[src/rtl/load_store_unit.sv]
// Memory-access stage of the multicycle RV32I core.
// Accepts one load/store per instruction and drives a word-addressed data
// memory over a req/ready handshake. It generates byte enables and
// lane-replicated store data, and aligns and extends load data into a
// registered result that feeds the MDR.
//
// state  | meaning
// -------+------------------------------------------------------------
// IDLE   | waiting for lsu_start; request fields latched on start
// ACCESS | mem_req high, waiting for mem_ready or wait-counter expiry
// RESP   | one-cycle lsu_done (with lsu_err if illegal or timed out)
module load_store_unit #(
    parameter int WAIT_MAX = 15
) (
    input  logic        lsu_clk,
    input  logic        lsu_rst_n,
    input  logic        lsu_start,
    input  logic        lsu_we,
    input  logic [2:0]  lsu_funct3,
    input  logic [31:0] lsu_addr,
    input  logic [31:0] lsu_wdata,
    output logic        lsu_busy,
    output logic        lsu_done,
    output logic        lsu_err,
    output logic [31:0] lsu_rdata,
    output logic        mem_req,
    output logic        mem_we,
    output logic [31:0] mem_addr,
    output logic [3:0]  mem_be,
    output logic [31:0] mem_wdata,
    input  logic [31:0] mem_rdata,
    input  logic        mem_ready
);

    localparam int CW = $clog2(WAIT_MAX + 1);

    typedef enum logic [1:0] {
        S_IDLE   = 2'd0,
        S_ACCESS = 2'd1,
        S_RESP   = 2'd2
    } state_t;

    state_t        r_state;
    state_t        w_next;

    logic          r_we;
    logic [2:0]    r_funct3;
    logic [31:0]   r_addr;
    logic [31:0]   r_wdata;
    logic          r_err;
    logic [CW-1:0] r_wait_cnt;
    logic [31:0]   r_rdata;

    logic          w_illegal;
    logic          w_timeout;
    logic [1:0]    w_off;
    logic [3:0]    w_store_be;
    logic [31:0]   w_shifted;
    logic [31:0]   w_load_data;

    // Legality is judged on the live request so an illegal access never reaches ACCESS.
    always_comb begin
        w_illegal = 1'b0;
        case (lsu_funct3)
            3'b011, 3'b110, 3'b111: w_illegal = 1'b1;
            3'b100, 3'b101:         w_illegal = lsu_we | (lsu_funct3[0] & lsu_addr[0]);
            3'b001:                 w_illegal = lsu_addr[0];
            3'b010:                 w_illegal = |lsu_addr[1:0];
            default:                w_illegal = 1'b0;
        endcase
    end

    // The last waiting cycle is the one in which the counter sits at WAIT_MAX-1.
    assign w_timeout = (r_wait_cnt == CW'(WAIT_MAX - 1));
    assign w_off     = r_addr[1:0];

    // State register.
    always_ff @(posedge lsu_clk or negedge lsu_rst_n) begin
        if (!lsu_rst_n) r_state <= S_IDLE;
        else            r_state <= w_next;
    end

    // Next-state decode.
    always_comb begin
        w_next = r_state;
        case (r_state)
            S_IDLE: begin
                if (lsu_start) w_next = w_illegal ? S_RESP : S_ACCESS;
            end
            S_ACCESS: begin
                if (mem_ready || w_timeout) w_next = S_RESP;
            end
            S_RESP:  w_next = S_IDLE;
            default: w_next = S_IDLE;
        endcase
    end

    // Request latch, error flag, wait counter and load result.
    always_ff @(posedge lsu_clk or negedge lsu_rst_n) begin
        if (!lsu_rst_n) begin
            r_we       <= 1'b0;
            r_funct3   <= 3'b000;
            r_addr     <= 32'h0;
            r_wdata    <= 32'h0;
            r_err      <= 1'b0;
            r_wait_cnt <= '0;
            r_rdata    <= 32'h0;
        end else begin
            case (r_state)
                S_IDLE: begin
                    if (lsu_start) begin
                        r_we     <= lsu_we;
                        r_funct3 <= lsu_funct3;
                        r_addr   <= lsu_addr;
                        r_wdata  <= lsu_wdata;
                        r_err    <= w_illegal;
                    end
                end
                S_ACCESS: begin
                    if (mem_ready) begin
                        if (!r_we) r_rdata <= w_load_data;
                    end else if (w_timeout) begin
                        r_err <= 1'b1;
                    end else begin
                        r_wait_cnt <= r_wait_cnt + CW'(1);
                    end
                end
                S_RESP: begin
                    r_err      <= 1'b0;
                    r_wait_cnt <= '0;
                end
                default: ;
            endcase
        end
    end

    // Store byte enables and lane replication.
    always_comb begin
        w_store_be = 4'b1111;
        mem_wdata  = r_wdata;
        case (r_funct3[1:0])
            2'b00: begin
                w_store_be = 4'b0001 << w_off;
                mem_wdata  = {4{r_wdata[7:0]}};
            end
            2'b01: begin
                w_store_be = 4'b0011 << w_off;
                mem_wdata  = {2{r_wdata[15:0]}};
            end
            default: ;
        endcase
    end

    // Load field selection and extension.
    always_comb begin
        w_shifted   = mem_rdata >> {w_off, 3'b000};
        w_load_data = mem_rdata;
        case (r_funct3)
            3'b000:  w_load_data = {{24{w_shifted[7]}}, w_shifted[7:0]};
            3'b100:  w_load_data = {24'h0, w_shifted[7:0]};
            3'b001:  w_load_data = {{16{w_shifted[15]}}, w_shifted[15:0]};
            3'b101:  w_load_data = {16'h0, w_shifted[15:0]};
            default: w_load_data = mem_rdata;
        endcase
    end

    assign lsu_busy  = (r_state != S_IDLE);
    assign lsu_done  = (r_state == S_RESP);
    assign lsu_err   = (r_state == S_RESP) & r_err;
    assign lsu_rdata = r_rdata;
    assign mem_req   = (r_state == S_ACCESS);
    assign mem_we    = mem_req & r_we;
    assign mem_addr  = {r_addr[31:2], 2'b00};
    assign mem_be    = mem_req ? (r_we ? w_store_be : 4'b1111) : 4'b0000;

endmodule

[config.mk]
export PLATFORM = sky130hd
export DESIGN_NAME = load_store_unit
export DESIGN_NICKNAME = d
export VERILOG_FILES = /design/src/rtl/load_store_unit.sv
export SDC_FILE = /design/constraint.sdc
export NUM_CORES = 1
export LEC_CHECK = 0
export CORE_MARGIN = 2
export CORE_UTILIZATION = 30
export CTS_BUF_LIST = sky130_fd_sc_hd__clkbuf_4
export DETAILED_ROUTE_END_ITERATION = 12
export PLACE_DENSITY_LB_ADDON = 0.2
export SETUP_SLACK_MARGIN = 0.15
export SYNTH_ARGS = -nofsm -noshare
export SYNTH_HDL_FRONTEND = slang
export SYNTH_SLANG_ARGS = --single-unit
[constraint.sdc]
create_clock -name lsu_clk -period 2.3 [get_ports lsu_clk]
set_input_delay 0.46 -clock lsu_clk [delete_from_list [all_inputs] [get_ports lsu_clk]]
set_output_delay 0.46 -clock lsu_clk [all_outputs]
set_load 0.01 [all_outputs]
==> impl_metrics.toml, run 1 <==
[layout]
layout.nets = 799
final.fill_count = 1704
syn2layout_area_growth_pct = 48.4
postLayoutCellArea_sq_um = 8210
ff_latch_area_sq_um = 2680
drive_gt1_share_pct = 29.5
multiInputGateArea_sq_um = 2540

[cts]
cts_sinks = 107
cts_root_buffer = "clkbuf_4"
cts_buffers = 9
cts_tree = "done"
clkSlewWorstSetupHoldPaths_ps = 180
h-tree-depth = 3
clock_path_buffers = 2
clkLatencyLatePin_ps = 490

[sta]
finalHoldViolCount = 0
fmax_mhz = 449
finClkSkew_ps = 13.9
setup_ws_ps = 75.2
final_max_slew_viol_count = 0
rsz0062_at_grt = "true"
post-route-period-util_pct = 96.7
finalSetupViolations = 0
fin_crit_ps = 2220

[die]
ios = 209
die_x_um = 140
rows = 49
core_sq_um = 18000
initial_utilization_pct = 30.7
die_area_sq_um = 19500
die_h_um = 140

[detailed_routing]
viasPerCell = 4.81
wl_per_cell_um = 17.4
drcViolationCount = 0
totalWireLength_um = 16100
drtIter0Drc = 194
antenna_left = 0
vias = 4452
drt-pass1-iter-count = 4

[worst_setup_path]
cp_slowest_cell = "dfrtp_2"
crit_chain = "buf_4 -> buf_12 -> buf_4 -> mux2i_1 -> o21ai_2 -> buf_2"
worstSetupEndpointType = "output pin"
crit_top_cell = "buf_4"
worstPathArrival_ps = 1760
path_buf_inv = 4
cp.required_ps = 1840
worstSetupPathType = "reg2out"
cpLargestDelayFamily = "buffers and inverters"
max_stage_delay_ps = 460
start_kind = "flop"
cp_max_fo = 7

[synthesis]
synth_warnings = 0
synthesis.area_sq_um = 5530
synthArstFlopShare_pct = 100
ys_seq_area_share_pct = 48.4
synth_edf_count = 0
yosys_most_used_dff = "dfrtp_1"
avgSynthCellArea_sq_um = 11.1
synth_seq_cells = 107
ys_types = 43
synthCells = 499

[global_routing]
grt_overflow = 0
grtUsageTotal_pct = 16.6
antenna_found_initial = 1
grt_max_degree = 42
grt_pass1_wl_um = 25600
grt_pass1_vias = 4610

[placed_design]
place.gp.congestion = 0.827
place_ws_ps = 185
dp_hpwl_um = 11600
dpl_cell_area_sq_um = 7670
numPortBuffers = 206

[min_path]
hold_path.class = "in2async"

[flow_run]
cap_violations = 0

[run_status]
status = "finished clean"

[pwr]
p_leak_nw = 3.52
powerDensity_nw_per_um2 = 1360
ir_worst_vdd_mv = 0.848
-- cell families (layout without fill, tap and decap cells) --
family	count (synthesis)	in the layout	share of synthesized area (%)
flip-flops	107	107	48.4
multiplexers	111	111	22.2
adder cells (fa/ha/maj)	5	5	1.13
buffers and inverters	81	276	8.57
other	1	3	0.0678
AO/OA/AOI/OAI	87	87	10.2
AND/OR/NAND/NOR	107	107	9.37
-- path summary, 6_finish.rpt --
path,start,endpoint,slack [ps],cells past startpoint
hold / removal,lsu_rst_n,r_funct3[2]$_DFFE_PN0P_,370,2
setup reg to reg,r_state[0]$_DFFE_PN0P_,lsu_rdata[14]$_DFFE_PN0P_,290,8
hold reg to reg,lsu_rdata[7]$_DFFE_PN0P_,lsu_rdata[7]$_DFFE_PN0P_,500,2
setup / recovery,r_funct3[0]$_DFFE_PN0P_,mem_wdata[29],80,6
max in group asynchronous,lsu_rst_n,lsu_rdata[22]$_DFFE_PN0P_,1330,3
min in group lsu_clk,lsu_rdata[7]$_DFFE_PN0P_,lsu_rdata[7]$_DFFE_PN0P_,500,2
-- sequential cells by signal, indices dropped and copies added (netlist names) --
register / cells
lsu_rdata: 32
r_addr: 32
r_err: 1
r_funct3: 3
r_state: 2
r_wait_cnt: 4
r_wdata: 32
r_we: 1
-- timing repair --
item | CTS | global route
cloned | 3 | 0
hold buffers | 1 | 0
hold endpoints to repair | 14 | 0
setup endpoints to repair | 33 | 36
pin swaps | 2 | 6
gates resized for setup | 185 | 33
setup buffers | 12 | 7
-- per-stage QoR --
step | util [%] | TNS [ps] | cells | hold WS [ps] | power [W]
finish | 45.5 | 0 | 925 | 369 | 0.0111
global route | 45.5 | -45.9 | 925 | 342 | 0.0119
CTS | 44.8 | 0 | 918 | 339 | 0.0110
detailed placement | 42.6 | 0 | 886 | 370 | 0.00941
global placement | 42.6 | 0 | 886 | 370 | 0.00934
floorplan | - | 0 | 500 | 164 | 0.00677
-- worst register-to-register path: cells and delay by family, from the launching register on --
family                   cells  cell delay, ps
buffers and inverters        4             790
AND/OR/NAND/NOR              1             120
flip-flops                   1             450
AO/OA/AOI/OAI                2             390
adder cells (fa/ha/maj)      1             160
-- synthesized netlist by cell type (2+ instances only) --
cell type,count,area [sq um]
o311ai_0,2,17.5
nand2b_1,10,62.6
o21ai_0,29,145
o221ai_1,2,17.5
mux2_2,85,957
a32o_1,8,80.1
dfrtp_1,107,2680
o22ai_1,7,43.8
a31oi_1,3,18.8
buf_1,8,30.0
inv_1,11,41.3
a22oi_1,2,15.0
nor2b_1,2,12.5
mux2i_1,25,250
nor3_1,2,10.0
nor2_1,7,26.3
ha_1,5,62.6
buf_4,41,308
clkbuf_1,12,45.0
nand3b_1,2,15.0
nand2_1,39,146
buf_2,7,35.0
and2_1,2,12.5
a2bb2oi_1,6,52.6
a21oi_1,22,110
nand3_1,36,180
-- layout by cell type, fill, tap and decap left out, types with 10 or more instances in the layout --
cell and count:
buf_4 23, mux2_2 79, nand2b_1 10, buf_2 13, a21oi_1 19, nand3_1 36, nand2_1 36, clkdlybuf4s50_1 172
dfrtp_1 105, o21ai_0 19, mux2i_1 23, buf_6 24
-- where the power goes --
group / total, W / internal, W / switching (W)
sequential: 0.00345 / 0.00278 / 0.000667
clock: 0.00101 / 0.000337 / 0.000674
combinational: 0.00667 / 0.00385 / 0.00282
-- layer usage --
| layer | track usage (%) | part of all wire (%) |
|---|---|---|
| met5 | 0 | 0 |
| met1 | 22.1 | 44 |
| met4 | 5.47 | 1.4 |
| met2 | 26.2 | 47 |
| met3 | 4.68 | 7.7 |
-- cell type report --
type	count	area share (%)
diodes	1	0.0305
clock buffers	9	0.823
clock inverters	7	0.930
inverters	12	0.579
multi-input cells	312	30.9
flip-flops and latches	107	32.7
well taps	229	3.49
repair buffers	248	30.5
Note: power is estimated with default switching activity, not from simulation.
==> run 2: changes to the inputs <==
- CTS_CLUSTER_DIAMETER: unset -> 100
- SLEW_MARGIN: unset -> 20
- clock period: 2.3 -> 2.55 ns (I/O delays scaled with it)
==> run 2 against run 1 <==
Compared with the run above:
- register-to-register slack better by 240 ps
- die area did not move
- clock power is 6% lower
- combinational power is 19% lower
- final cell count down 1.3%
- hold slack better by 130 ps
- core utilization fell by 1.4 points
- sequential share of layout area is 1.0 points higher
- via count is 2.5% lower
- first-iteration DRC count fell by 36%
- total power down 15%
==> impl_metrics.toml, run 2 (synthesis gave the netlist of run 1 again) <==
[worst_setup_path]
worstPathArrival_ps = 1810
critical_path.startpoint = "r_funct3[1]$_DFFE_PN0P_"
cp.required_ps = 2040
rrSetupSlack_ps = 530
start_kind = "flop"
worstSetupPathType = "reg2out"
r2r-end = "lsu_rdata[14]$_DFFE_PN0P_"
worstSetupEndpointType = "output pin"
cp_slowest_cell = "dfrtp_2"
cp_max_fo = 13
max_stage_delay_ps = 440
crit_chain = "buf_6 -> buf_12 -> mux2_2 -> dlygate4sd2_1"
r2r_start = "r_state[0]$_DFFE_PN0P_"
r2r_cells = 8

[layout]
layout_commonest_cell = "clkdlybuf4s50_1"
final.fill_count = 1743
drive_gt1_share_pct = 22.7
syn2layout_area_growth_pct = 44.0
layout_common_cells = "clkdlybuf4s50_1, dfrtp_1, mux2_2"
layout.nets = 787
postLayoutCellArea_sq_um = 7960

[sta]
finalHoldViolCount = 0
tightest_slew_ps = 576
rsz0062_at_grt = "true"
setup_ws_ps = 230
finClkSkew_ps = 10.8
fin_crit_ps = 2320
slew_headroom_pct = 61.6
finalSetupTns_ps = 0
final_max_slew_viol_count = 0
post-route-period-util_pct = 91.0
finalSetupViolations = 0
fmax_mhz = 431
fin_hold_ws_ps = 502

[detailed_routing]
viasPerCell = 4.76
wl_per_cell_um = 16.8
antenna_left = 0
drcViolationCount = 0
totalWireLength_um = 15400
vias = 4342
drtIter0Drc = 124
drt-pass1-iter-count = 4

[run_status]
status = "finished clean"

[placed_design]
place.gp.congestion = 0.830
dpl_cell_area_sq_um = 7610
place_ws_ps = 368
numPortBuffers = 206
dp_hpwl_um = 11200

[flow_run]
cap_violations = 0

[global_routing]
grt_max_degree = 52
grt_overflow = 0
antenna_found_initial = 1
grtUsageTotal_pct = 15.6
grt_pass1_vias = 4488
grt_pass1_wl_um = 24300

[cts]
cts_root_buffer = "clkbuf_4"
cts_buffers = 9
cts_sinks = 107
h-tree-depth = 3
clkSlewWorstSetupHoldPaths_ps = 180
clkLatencyLatePin_ps = 480
clock_path_buffers = 2
cts_tree = "done"

[die]
die_area_sq_um = 19500
rows = 49
die_x_um = 140
die_h_um = 140
initial_utilization_pct = 30.7
ios = 209
core_sq_um = 18000

[pwr]
p_total_w = 0.00942
ir_worst_vdd_mv = 0.541
powerDensity_nw_per_um2 = 1180
p_leak_nw = 3.43

[min_path]
min_path_cells = 2
hold_end = "lsu_rdata[6]$_DFFE_PN0P_"
hold_path.class = "reg2reg"
worstHoldStart = "lsu_rdata[6]$_DFFE_PN0P_"
-- run 2: cell count changes in the layout (fill, tap and decap cells not counted), moves of 3 or more --
cell	previous run	this run
a21oi_1	19	22
buf_2	13	4
o21ai_2	5	0
mux2_2	79	84
o21ai_0	19	29
buf_6	24	6
a21oi_2	4	1
clkdlybuf4s15_1	1	4
o21ai_1	4	0
dlygate4sd2_1	2	19
buf_4	23	18
buf_12	8	5
mux2_4	6	1
-- run 2: metrics by stage --
| stage | utilization, % | std cells |
|---|---|---|
| floorplan | - | 500 |
| global placement | 42.2 | 881 |
| detailed placement | 42.2 | 881 |
| CTS | 43.5 | 908 |
| global route | 44.2 | 913 |
| finish | 44.2 | 913 |
-- run 2: per-layer routing --
layer / GRT usage, % / vias to the layer above / part of all wire [%]
met2: 25.0 / 160 / 46
li1: - / 2094 / -
met1: 20.1 / 2075 / 45
met5: 0 / - / 0
met3: 5.26 / 13 / 7.8
met4: 4.37 / 0 / 1.2
-- run 2: power breakdown --
part | switching, W | total, W | internal (W)
Combinational | 0.00233 | 0.00539 | 0.00306
Sequential | 0.000572 | 0.00308 | 0.00251
Clock | 0.000635 | 0.000950 | 0.000314
-- run 2: layout make-up --
cell class | instances | area, sq um | area share (%)
Sequential cell | 107 | 2680 | 33.7
Tap cell | 229 | 287 | 3.60
Clock inverter | 7 | 82.6 | 1.04
Antenna cell | 1 | 2.50 | 0.0314
Timing Repair Buffer | 236 | 2370 | 29.7
Clock buffer | 9 | 67.6 | 0.849
Multi-Input combinational cell | 312 | 2430 | 30.5
Inverter | 12 | 45.0 | 0.566
-- run 2: worst max-delay path by stage --
stage | end | slack, ps | cells past startpoint
2_1_floorplan | mem_we | 820 | 4
3_3_place_gp | lsu_rdata[29]$_DFFE_PN0P_ | 410 | 5
3_5_place_dp | lsu_rdata[24]$_DFFE_PN0P_ | 370 | 5
4_1_cts | mem_wdata[8] | 80 | 5
5_1_grt | mem_wdata[22] | 120 | 4
6_report | mem_wdata[20] | 230 | 4
-- run 2: what timing repair did --
item | 4_1_cts | 5_1_grt
resized for setup | 61 | 21
endpoints found under the hold margin | 39 | 0
endpoints found under the setup margin | 33 | 25
pin swaps | 1 | 2
buffers inserted | 10 | 2
hold buffers | 1 | 0
cloned | 0 | 2
-- run 2: worst max-delay path, delay by kind of cell (launching register included) --
kind / cells / cell delay, ps
multiplexers: 1 / 320
flip-flops: 1 / 440
buffers and inverters: 3 / 550
